<file path="src/rtl/led_io_pkg.sv">
// ----------------------------------------------------------------------------
// led_io_pkg
// Shared constants for the memory-mapped PWM LED driver.
//   CTRL_EN_BIT    : control register bit that globally enables the LEDs
//   CTRL_BLINK_BIT : control register bit that turns on hardware blinking
//   CTRL_RST_VAL   : control register value after reset (enabled, no blink)
// ----------------------------------------------------------------------------
package led_io_pkg;

    localparam int         CTRL_EN_BIT    = 0;
    localparam int         CTRL_BLINK_BIT = 1;
    localparam logic [7:0] CTRL_RST_VAL   = 8'h01;

endpackage

</file>
<file path="src/rtl/led_pwm_ch.sv">
// ----------------------------------------------------------------------------
// led_pwm_ch
// One PWM LED channel: the CPU-visible duty register, a shadow copy that is
// only refreshed at the PWM period boundary (so a period is never cut short
// or stretched by a mid-period write), and the duty/counter compare.
// Ports:
//   clk_i       system clock
//   rst_i       synchronous reset, active high
//   wr_en_i     CPU write strobe already decoded for this channel
//   wdata_i     CPU write data
//   boundary_i  one-cycle pulse on the PWM period wrap
//   pwm_cnt_i   shared PWM counter
//   gate_i      global enable and blink gating from the top level
//   duty_o      current duty register (for CPU read-back)
//   lit_o       combinational "LED should be lit" for this channel
// ----------------------------------------------------------------------------
module led_pwm_ch
    import led_io_pkg::*;
#(
    parameter int DATA_W = 8
) (
    input  logic              clk_i,
    input  logic              rst_i,
    input  logic              wr_en_i,
    input  logic [DATA_W-1:0] wdata_i,
    input  logic              boundary_i,
    input  logic [DATA_W-1:0] pwm_cnt_i,
    input  logic              gate_i,
    output logic [DATA_W-1:0] duty_o,
    output logic              lit_o
);

    logic [DATA_W-1:0] duty_q, duty_d;
    logic [DATA_W-1:0] shadow_q, shadow_d;

    // Next-state for the duty and shadow registers. The shadow samples the
    // old duty value, so a write landing on the boundary cycle itself only
    // takes effect one period later.
    always_comb begin
        duty_d   = wr_en_i    ? wdata_i : duty_q;
        shadow_d = boundary_i ? duty_q  : shadow_q;
    end

    // Register update with synchronous reset.
    always_ff @(posedge clk_i) begin
        if (rst_i) begin
            duty_q   <= '0;
            shadow_q <= '0;
        end else begin
            duty_q   <= duty_d;
            shadow_q <= shadow_d;
        end
    end

    // The counter never exceeds 2**DATA_W-2, so a full-scale duty is always on
    // and a zero duty is always off.
    assign duty_o = duty_q;
    assign lit_o  = gate_i & (shadow_q > pwm_cnt_i);

endmodule

</file>
<file path="src/rtl/led_pwm_io.sv">
// ----------------------------------------------------------------------------
// led_pwm_io
// Memory-mapped multi-channel PWM LED driver. It snoops the CPU RAM write bus,
// keeps one duty register per channel plus a control register (enable and
// blink), and lets the CPU read every register back.
// Ports:
//   clk        system clock
//   rst        synchronous reset, active high
//   ram_wadr   snooped write address
//   ram_wdata  snooped write data
//   ram_wen    snooped write enable
//   ram_radr   read address
//   io_rsel    read address hits CTRL or a channel (combinational)
//   io_rdata   read data, zero when io_rsel is low (combinational)
//   led        registered LED pins, polarity set by ACTIVE_LOW
// Map: CTRL at BASE_ADR-1, channel i at BASE_ADR+i.
// ----------------------------------------------------------------------------
module led_pwm_io
    import led_io_pkg::*;
#(
    parameter int NUM_CH        = 3,
    parameter int ADR_W         = 8,
    parameter int DATA_W        = 8,
    parameter int BASE_ADR      = 'hFD,
    parameter int PRESCALE      = 4,
    parameter int BLINK_PERIODS = 64,
    parameter bit ACTIVE_LOW    = 1'b1
) (
    input  logic              clk,
    input  logic              rst,
    input  logic [ADR_W-1:0]  ram_wadr,
    input  logic [DATA_W-1:0] ram_wdata,
    input  logic              ram_wen,
    input  logic [ADR_W-1:0]  ram_radr,
    output logic              io_rsel,
    output logic [DATA_W-1:0] io_rdata,
    output logic [NUM_CH-1:0] led
);

    localparam int PS_W = (PRESCALE > 1) ? $clog2(PRESCALE) : 1;
    localparam int BP_W = (BLINK_PERIODS > 1) ? $clog2(BLINK_PERIODS) : 1;

    localparam logic [PS_W-1:0]   PS_MAX   = PS_W'(PRESCALE - 1);
    localparam logic [BP_W-1:0]   BP_MAX   = BP_W'(BLINK_PERIODS - 1);
    localparam logic [DATA_W-1:0] CNT_MAX  = DATA_W'((2 ** DATA_W) - 2);
    localparam logic [ADR_W-1:0]  CTRL_ADR = ADR_W'(BASE_ADR - 1);

    if (BASE_ADR < 1 || (BASE_ADR + NUM_CH - 1) > ((2 ** ADR_W) - 1)) begin : g_bad_cfg
        $error("led_pwm_io: register window does not fit the address space");
    end

    logic [PS_W-1:0]   prescale_q, prescale_d;
    logic [DATA_W-1:0] pwm_cnt_q, pwm_cnt_d;
    logic [BP_W-1:0]   blink_cnt_q, blink_cnt_d;
    logic              phase_q, phase_d;
    logic [DATA_W-1:0] ctrl_q, ctrl_d;
    logic [NUM_CH-1:0] led_q, led_d;

    logic              tick;
    logic              boundary;
    logic              gate;
    logic [NUM_CH-1:0] lit;
    logic [DATA_W-1:0] duty [NUM_CH];

    // Timebase: prescaler produces ticks, the PWM counter advances on ticks
    // and its wrap marks the period boundary. Blink counts boundaries only
    // while BLINK is set; clearing BLINK parks it lit-phase-first.
    always_comb begin
        tick        = (prescale_q == PS_MAX);
        boundary    = tick && (pwm_cnt_q == CNT_MAX);
        prescale_d  = tick ? '0 : prescale_q + PS_W'(1);
        pwm_cnt_d   = pwm_cnt_q;
        blink_cnt_d = blink_cnt_q;
        phase_d     = phase_q;
        if (tick) begin
            pwm_cnt_d = boundary ? '0 : pwm_cnt_q + DATA_W'(1);
        end
        if (!ctrl_q[CTRL_BLINK_BIT]) begin
            blink_cnt_d = '0;
            phase_d     = 1'b1;
        end else if (boundary) begin
            if (blink_cnt_q == BP_MAX) begin
                blink_cnt_d = '0;
                phase_d     = ~phase_q;
            end else begin
                blink_cnt_d = blink_cnt_q + BP_W'(1);
            end
        end
        ctrl_d = (ram_wen && ram_wadr == CTRL_ADR) ? ram_wdata : ctrl_q;
        gate   = ctrl_q[CTRL_EN_BIT] & (~ctrl_q[CTRL_BLINK_BIT] | phase_q);
        led_d  = lit ^ {NUM_CH{ACTIVE_LOW}};
    end

    // All top-level state, synchronous reset to LEDs off and CTRL enabled.
    always_ff @(posedge clk) begin
        if (rst) begin
            prescale_q  <= '0;
            pwm_cnt_q   <= '0;
            blink_cnt_q <= '0;
            phase_q     <= 1'b1;
            ctrl_q      <= DATA_W'(CTRL_RST_VAL);
            led_q       <= {NUM_CH{ACTIVE_LOW}};
        end else begin
            prescale_q  <= prescale_d;
            pwm_cnt_q   <= pwm_cnt_d;
            blink_cnt_q <= blink_cnt_d;
            phase_q     <= phase_d;
            ctrl_q      <= ctrl_d;
            led_q       <= led_d;
        end
    end

    for (genvar i = 0; i < NUM_CH; i++) begin : g_ch
        logic wrHit;
        assign wrHit = ram_wen && (ram_wadr == ADR_W'(BASE_ADR + i));

        led_pwm_ch #(
            .DATA_W (DATA_W)
        ) u_ch (
            .clk_i      (clk),
            .rst_i      (rst),
            .wr_en_i    (wrHit),
            .wdata_i    (ram_wdata),
            .boundary_i (boundary),
            .pwm_cnt_i  (pwm_cnt_q),
            .gate_i     (gate),
            .duty_o     (duty[i]),
            .lit_o      (lit[i])
        );
    end

    // Read-back mux: duty registers (not shadows) and CTRL, no side effects.
    always_comb begin
        io_rsel  = 1'b0;
        io_rdata = '0;
        if (ram_radr == CTRL_ADR) begin
            io_rsel  = 1'b1;
            io_rdata = ctrl_q;
        end
        for (int i = 0; i < NUM_CH; i++) begin
            if (ram_radr == ADR_W'(BASE_ADR + i)) begin
                io_rsel  = 1'b1;
                io_rdata = duty[i];
            end
        end
    end

    assign led = led_q;

endmodule
</file>
<file path="config.mk">
export PLATFORM = sky130hd
export DESIGN_NAME = led_pwm_io
export DESIGN_NICKNAME = d
export VERILOG_FILES = /design/src/rtl/led_io_pkg.sv /design/src/rtl/led_pwm_ch.sv /design/src/rtl/led_pwm_io.sv
export SDC_FILE = /design/constraint.sdc
export NUM_CORES = 1
export LEC_CHECK = 0
export CORE_ASPECT_RATIO = 1.75
export CORE_MARGIN = 1
export CORE_UTILIZATION = 28
export CTS_CLUSTER_SIZE = 30
export DETAILED_ROUTE_END_ITERATION = 12
export SYNTH_ARGS = -nofsm -noshare
export SYNTH_HDL_FRONTEND = slang
export SYNTH_SLANG_ARGS = --single-unit
</file>
<file path="constraint.sdc">
create_clock -name clk -period 2.8 [get_ports clk]
set_clock_uncertainty 0.1 [all_clocks]
set_input_delay 0.7 -clock clk [delete_from_list [all_inputs] [get_ports clk]]
set_output_delay 0.7 -clock clk [all_outputs]
set_load 0.005 [all_outputs]
</file>
== Yosys cells after proc, flatten, opt, wreduce, memory -nomap -nowiden ==
Cells that the tools add are included.

* $add $sub $neg: 3
* Multiply operators: 0
* Div/mod/pow operators: 0
* Magnitude comparators: 3
* Eq/ne operators: 11
* Shift operators: 0
* Mux-type cells: 10
* Bitwise logic cells: 8
* Reduce and logical (&&, ||, !) cells: 8

{| class="wikitable"
|+ Operators with widths
! cell !! number
|-
| == test 8 bit (second input constant) || 9
|-
| two-way mux 8 bit || 5
|-
| > comparator 8 bit || 3
|-
| adder 8 x 1 -> 8 bit (second input constant) || 1
|-
| adder 6 x 1 -> 6 bit (second input constant) || 1
|-
| == test 6 bit (second input constant) || 1
|-
| two-way mux 6 bit || 1
|-
| logical AND 1 bit || 5
|-
| bitwise AND 1 bit || 4
|-
| two-way mux 1 bit || 4
|-
| OR reduction 2 bit || 2
|-
| inverter 3 bit || 1
|-
| adder 2 x 1 -> 2 bit (second input constant) || 1
|-
| == test 2 bit (second input constant) || 1
|-
| inverter 1 bit || 2
|-
| AND reduction 2 bit || 1
|-
| OR 1 bit || 1
|}

* Register bits: 76
* Latch bits: 0
* Bits in writable memories: 0
* Bits in read-only memories: 0
* Input bits: 27
* Output and inout port bits: 12
* Word-level logic and storage cells: 55
* Memories kept: 0

== Logic depth before layout (Yosys ltp) ==
Gate-level depths: netlist of the first run.

* Word-level depth: 5
* Mapped depth: 8
* Gate-level depth less buffers: 6

== Cells and area by module ==
Synthesis of the first run repeated with hierarchy kept, for this count alone.

* Cells, all modules: 401
* Area, all modules: 3847.4 um2

{| class="wikitable"
|+ By module, submodules not included
! module !! instances !! cells an instance !! area an instance (um2) !! sequential area each (um2)
|-
| led_pwm_ch || 3 || 79 || 757.0 || 320.3
|-
| led_pwm_io || 1 || 164 || 1576.5 || 560.5
|}

== Least setup slack after synthesis of the first run ==
No wires, ideal clock.

* Path type: input to output
* Start point: input ram_radr[0]
* End point: output io_rdata[7]
* Arrival: 1648 ps
* Data required time: 2000 ps
* Path slack: 352 ps
* Cell stages on the path: 3
* Buffers on the path: 1
* Path through: clkbuf_1 mux4_2 nor2b_1

* Longest elaborated chain between the ends: 5
* Elaborated cells between the ends (all ways): 8
* Those cells by class: eq/ne: 4; mux: 4

{| class="wikitable"
|+ RTL lines
! what !! line !! RTL
|-
| start: declaration || led_pwm_io.sv:34 || <nowiki>input logic [ADR_W-1:0] ram_radr,</nowiki>
|-
| == test 8 bit || led_pwm_io.sv:136 || <nowiki>if (ram_radr == CTRL_ADR) begin</nowiki>
|-
| two-way mux 8 bit || led_pwm_io.sv:136 ||
|-
| two-way mux 8 bit (2 in series) || led_pwm_io.sv:141 || <nowiki>if (ram_radr == ADR_W'(BASE_ADR + i)) begin</nowiki>
|-
| two-way mux 8 bit * || led_pwm_io.sv:141 ||
|-
| end: declaration || led_pwm_io.sv:36 || <nowiki>output logic [DATA_W-1:0] io_rdata,</nowiki>
|}

Every way passes the cells marked *; elsewhere a longest branch is shown, timed or not.

== Final worst setup path of the first run ==
* Start point: input ram_radr[1]
* End point: output io_rdata[1]

The elaborated chain is that of the path after synthesis.

==> flow_summary.json, run 1 <==
{
  "num_vias": 3011,
  "hold_slack_ns": 0.330,
  "dpl_cell_area_mm2": 0.00429,
  "pre_cts_slack_ns": -0.456,
  "cts_tree": "built",
  "rsz0062_at_grt": "no",
  "worstPathArrival_ns": 1.97,
  "syn2layout_area_growth_pct": 25.6,
  "finalHoldViolCount": 0,
  "yosys_warnings": 0,
  "outcome": "finished, final reports clean",
  "grt_max_degree": 59,
  "grt_pass1_vias": 3063,
  "avgRoutedWirePerCell_um": 13.7,
  "cts_max_path_buffers": 2,
  "grt_remaining_overflow": 0,
  "die-area_mm2": 0.0137,
  "ys_types": 40,
  "grt_pass1_wl_um": 14300,
  "die_w_um": 88.8,
  "synth_top_family_by_area": "simple AND/OR/NAND/NOR gates",
  "worstHoldPathType": "flop to flop",
  "max_slew_margin_pct": 61.0,
  "clk-insertion-delay-late_ns": 0.34,
  "cts-htree-levels": 3,
  "drt-vias-per-instance": 4.82,
  "cts_sinks": 76,
  "cts_root_buf": "clkbuf_16",
  "place_hpwl_um": 6520,
  "multi_input_area_mm2": 0.00204,
  "critPathMaxFanout": 8,
  "drcViolationCount": 0,
  "tightest_slew_ns": 0.585,
  "start_util_pct": 28.7,
  "setup_violations": 0,
  "yosys.area_share.simple_pct": 21.8,
  "synth-adder-area-share_pct": 9.49,
  "path_clk_slew_ns": 0.06,
  "drt-initial-drc-count": 121,
  "syn-cell-area_mm2": 0.00369,
  "nets": 504,
  "cts_buffers": 9,
  "syn_area_per_cell_um2": 9.13,
  "synthArstFlopShare_pct": 0,
  "irDropWorstVdd_mv": 0.277,
  "grtUsageMet2_pct": 25.8,
  "drive_above_1_share_pct": 13.0,
  "die_h_um": 154,
  "ios": 39,
  "track_usage_pct": 13.9,
  "gp_congestion": 0.813,
  "first_pass_iters": 4,
  "slew_viol_final": 0,
  "synth_compound_area_share_pct": 8.85,
  "p_leak_uw": 0.00179,
  "fin_crit_sh_pct": 98.9,
  "antenna_found_initial": 0,
  "max_freq_mhz": 361,
  "gr-usage-met3_pct": 2.79,
  "fin_crit_ns": 2.77,
  "drtAntennaViolNets": 0,
  "synth_fp_nets": 459,
  "postCtsHoldBufs": 0,
  "core-area_mm2": 0.0129,
  "synth_ff_type": "dfxtp_1",
  "ys_seq_area_share_pct": 41.2,
  "syn_inst": 404,
  "register_area_mm2": 0.00152,
  "num_antenna_cells": 0,
  "critPathKind": "input port to primary output",
  "busiest_layer": "met2",
  "worstSetupEndpointType": "primary output",
  "rows": 55,
  "portBuffers": 38,
  "fin_area_mm2": 0.00464,
  "drt_wl_total_um": 8570,
  "synthMuxAreaShare_pct": 13.0,
  "maxCapViolCount": 0,
  "finalWorstSetupSlack_ns": 0.0300,
  "worstSetupStartpointType": "input port",
  "synth-xor-area-share_pct": 1.66,
  "required_ns": 2.00,
  "p_per_area_mw_per_mm2": 532,
  "use_met1_pct": 13.8,
  "num-fill-cells": 1318,
  "synth_edf_count": 0,
  "ys_ff_latch": 76
}
==> report_power, final <==
group          switching, uW  internal (uW)
combinational           55.9           65.7
sequential              4.88           1090
clock                    467            786
==> cells in the mapped netlist, types with 2 or more instances <==
cell type | instances | area, um^2
nand2_1 | 59 | 221
nand2b_1 | 4 | 25.0
nand4_2 | 2 | 25.0
nand3b_1 | 3 | 22.5
ha_1 | 28 | 350
nand3_1 | 5 | 25.0
nor3_1 | 10 | 50.1
a211oi_1 | 2 | 15.0
o211ai_1 | 4 | 30.0
buf_1 | 3 | 11.3
buf_2 | 5 | 25.0
nor2_1 | 44 | 165
dfxtp_1 | 76 | 1520
clkbuf_1 | 10 | 37.5
xnor2_1 | 7 | 61.3
nor4_1 | 3 | 18.8
a21oi_1 | 41 | 205
mux4_2 | 8 | 180
inv_1 | 14 | 52.6
nand4_1 | 10 | 62.6
nor2b_1 | 12 | 75.1
mux2i_1 | 30 | 300
o21ai_0 | 7 | 35.0
==> logic make-up after synthesis <==
kind of cell | after synthesis
and+or+nand+nor | 162
adders and majority gates | 28
buffers and inverters | 34
AOI/OAI and AO/OA | 59
muxes | 38
DFF | 76
xor gates and xnor gates | 7
==> layout by cell type (no fill, tap or decap), types with 2 or more instances in the layout <==
cell type	Yosys	layout
a21oi_1	41	41
inv_1	14	14
buf_6	1	4
nand2_1	59	59
nand4_2	2	2
nor2b_2	0	3
dfxtp_1	76	76
nand2b_1	4	4
bufinv_16	0	2
mux2i_1	30	30
dlygate4sd2_1	0	3
buf_2	5	7
nand4_1	10	10
mux4_2	8	8
clkbuf_16	0	9
nor3_1	10	10
a211oi_1	2	2
ha_1	28	28
nor2b_1	12	9
xnor2_1	7	7
nor4_1	3	3
nor2_1	44	43
clkdlybuf4s50_1	0	26
o21ai_0	7	7
nand3b_1	3	3
buf_4	1	11
nand3_1	5	4
o211ai_1	4	4
clkinv_4	0	3
==> worst max-delay path: stages <==
cell and delay [ns]:
clkdlybuf4s15_1 0.21, buf_12 0.15, mux4_2 0.49, nor2b_2 0.16
dlygate4sd2_1 0.25
==> flip-flops by register name, summed over array words and instances (netlist names) <==
name                flops
g_ch.u_ch.duty_o       24
blink_cnt_q             6
g_ch.u_ch.shadow_q     24
pwm_cnt_q               8
ctrl_q                  8
phase_q                 1
led                     3
prescale_q              2
==> layout make-up <==
class                      instances  area share [%]
clock buffer                       9            4.86
clock inverter                     7            2.16
inverter                          14            1.13
multi-input combinational        294            44.0
sequential                        76            32.8
tap                              171            4.62
timing repair buffer              54            10.4
==> worst paths after layout <==
check,cells past startpoint,slack (ns),startpoint,end
setup reg to reg,6,0.67,prescale_q[0]$_SDFF_PP0_,g_ch[1].u_ch.shadow_q[4]$_SDFFE_PP0N_
setup / recovery,5,0.03,ram_radr[1],io_rdata[1]
hold reg to reg,1,0.33,prescale_q[0]$_SDFF_PP0_,prescale_q[0]$_SDFF_PP0_
hold / removal,1,0.33,prescale_q[0]$_SDFF_PP0_,prescale_q[0]$_SDFF_PP0_
==> per-layer routing <==
metal / vias up / wire (um)
met1: 1423 / 3270
met3: 20 / 255
met4: 0 / 266
met5: - / 0
li1: 1509 / -
met2: 59 / 4790
==> what timing repair did <==
action                     CTS  global route
setup endpoints to repair    9             6
buffers inserted             4             0
gates resized for setup     36             4
hold endpoints to repair     0             0
pin swaps                    0             1
==> metrics by stage <==
step                setup TNS (ns)  std cells  total power, uW  util [%]
global route                     0        625             2540      36.0
global placement             -3.56        605             1230      33.3
CTS                        -0.0966        625             2490      36.0
detailed placement           -3.62        605             1240      33.3
floorplan                        0        404             1170         -
finish                           0        625             2470      36.0
Note: power is estimated with default switching activity, not from simulation.
==> run 2, diff against run 1 <==
- SKIP_CTS_REPAIR_TIMING: not set -> 1
==> run 2 against run 1 <==
Fmax rose by 0.47%. Final area rose by 0.59%. Combinational power barely moved. Register-to-register slack barely moved. Via count fell by 0.80%. Non-clock buffer count did not move. Global-route usage fell by 0.20 points. Routed wire length fell by 0.41%. First-iteration DRC count fell by 7.4%. Setup slack improved by 0.013 ns. Critical path type unchanged.
==> flow_summary.json, run 2 (synthesis gave the netlist of run 1 again) <==
{
  "outcome": "finished, final reports clean",
  "final_cell_mix": "dfxtp_1 (76), nand2_1 (59), nor2_1 (43)",
  "gp_congestion": 0.813,
  "finalPower_uw": 2470,
  "grt_max_degree": 59,
  "r2r-start": "prescale_q[0]$_SDFF_PP0_",
  "slew_viol_final": 0,
  "first_pass_iters": 6,
  "cts_tree": "built",
  "drcViolationCount": 0,
  "grt_pass1_wl_um": 14200,
  "min_from": "prescale_q[0]$_SDFF_PP0_",
  "grt_pass1_vias": 3042,
  "reg2regPathDepth": 6,
  "max_freq_mhz": 363,
  "die_h_um": 154,
  "fin_crit_ns": 2.76,
  "worstHoldPathType": "flop to flop",
  "num-fill-cells": 1319,
  "cts_root_buf": "clkbuf_16",
  "num_vias": 2987,
  "die_w_um": 88.8,
  "setup_violations": 0,
  "cts_max_path_buffers": 2,
  "cts_buffers": 9,
  "drtAntennaViolNets": 0,
  "syn2layout_area_growth_pct": 26.4,
  "tightest_slew_ns": 0.599,
  "nets": 504,
  "clk-insertion-delay-late_ns": 0.34,
  "p_leak_uw": 0.00189,
  "max_slew_margin_pct": 60.1,
  "worstSetupStartpointType": "input port",
  "portBuffers": 38,
  "fin_crit_sh_pct": 98.5,
  "track_usage_pct": 13.7,
  "hold_path_depth": 1,
  "place_hpwl_um": 6520,
  "die-area_mm2": 0.0137,
  "final_common_cell": "dfxtp_1",
  "maxCapViolCount": 0,
  "final_cells": 625,
  "grt_remaining_overflow": 0,
  "placedCellCount": 605,
  "drt-vias-per-instance": 4.78,
  "hold_end": "prescale_q[0]$_SDFF_PP0_",
  "start_util_pct": 28.7,
  "num_antenna_cells": 0,
  "avgRoutedWirePerCell_um": 13.7,
  "core-area_mm2": 0.0129,
  "drive_above_1_share_pct": 11.7,
  "ios": 39,
  "rows": 55,
  "cts_sinks": 76,
  "critPathMaxFanout": 8,
  "cts-htree-levels": 3,
  "r2r-end": "g_ch[1].u_ch.shadow_q[4]$_SDFFE_PP0N_",
  "antenna_found_initial": 0,
  "critPathKind": "input port to primary output",
  "multi_input_area_mm2": 0.00203,
  "required_ns": 2.00,
  "drt_wl_total_um": 8540,
  "irDropWorstVdd_mv": 0.277,
  "worstSetupEndpointType": "primary output",
  "finalHoldViolCount": 0,
  "path_clk_slew_ns": 0.06,
  "register_area_mm2": 0.00152,
  "r2r_slack_ns": 0.67,
  "drt-initial-drc-count": 112,
  "p_per_area_mw_per_mm2": 529,
  "final_core_util_pct": 36.2,
  "worstPathArrival_ns": 1.96
}
-- run 2: cell count changes in the layout (fill, tap and decap cells not counted) --
cell,change
dlygate4sd2_1,-3
buf_4,+3
clkbuf_2,+1
nor2b_2,-2
buf_6,-3
dlymetal6s2s_1,+8
buf_2,-5
nor2b_1,+2
clkdlybuf4s15_1,-1
-- run 2: where the power goes --
part           internal [uW]  switching, uW
registers               1090           4.88
logic                   65.6           55.9
clock network            786            465
total                   1940            526
-- run 2: worst max-delay path by stage --
stage           startpoint          end  slack, ns
4_1_cts        ram_radr[1]  io_rdata[3]      -0.46
5_1_grt        ram_radr[7]  io_rdata[4]     -0.005
3_3_place_gp   ram_radr[1]  io_rdata[2]      -0.45
3_5_place_dp   ram_radr[1]  io_rdata[1]      -0.46
2_1_floorplan  ram_radr[0]  io_rdata[7]       0.35
6_report       ram_radr[7]  io_rdata[2]       0.04
-- run 2: stage by stage --
stage                     setup WS, ns  setup TNS (ns)  area (um^2)  hold WS, ns
after floorplan                  0.352               0         3690        0.304
after global placement          -0.451           -3.56         4290        0.313
after detailed placement        -0.456           -3.62         4290        0.323
after CTS                       -0.462           -3.64         4620        0.331
after global routing          -0.00531        -0.00531         4660        0.345
final                           0.0429               0         4660        0.330
-- run 2: layout make-up --
cell class	instances	area share [%]
well taps	171	4.59
multi-input cells	294	43.6
clock buffers	9	4.83
inverters	14	1.13
flip-flops and latches	76	32.6
clock inverters	7	2.15
repair buffers	54	11.1
-- run 2: per-layer routing --
metal | part of all wire, % | track usage, % | vias to the layer above
met4 | 3.1 | 7.45 | 0
met1 | 39 | 13.7 | 1410
met3 | 2.9 | 2.79 | 20
met5 | 0 | 0 | -
li1 | - | - | 1509
met2 | 55 | 25.3 | 48
-- run 2: critical path: stages --
cell and delay, ns:
clkdlybuf4s50_1 0.45, and4_1 0.21, nand3_2 0.08, buf_6 0.14, buf_4 0.13, nor2b_2 0.11, clkbuf_2 0.12
==> run 3, diff against run 2 <==
- CTS_BUF_LIST: not set -> sky130_fd_sc_hd__clkbuf_4 sky130_fd_sc_hd__clkbuf_8 sky130_fd_sc_hd__clkbuf_16
==> results of run 3 <==
Same layout as run 2: the final DEF is identical, and so are final timing and power.
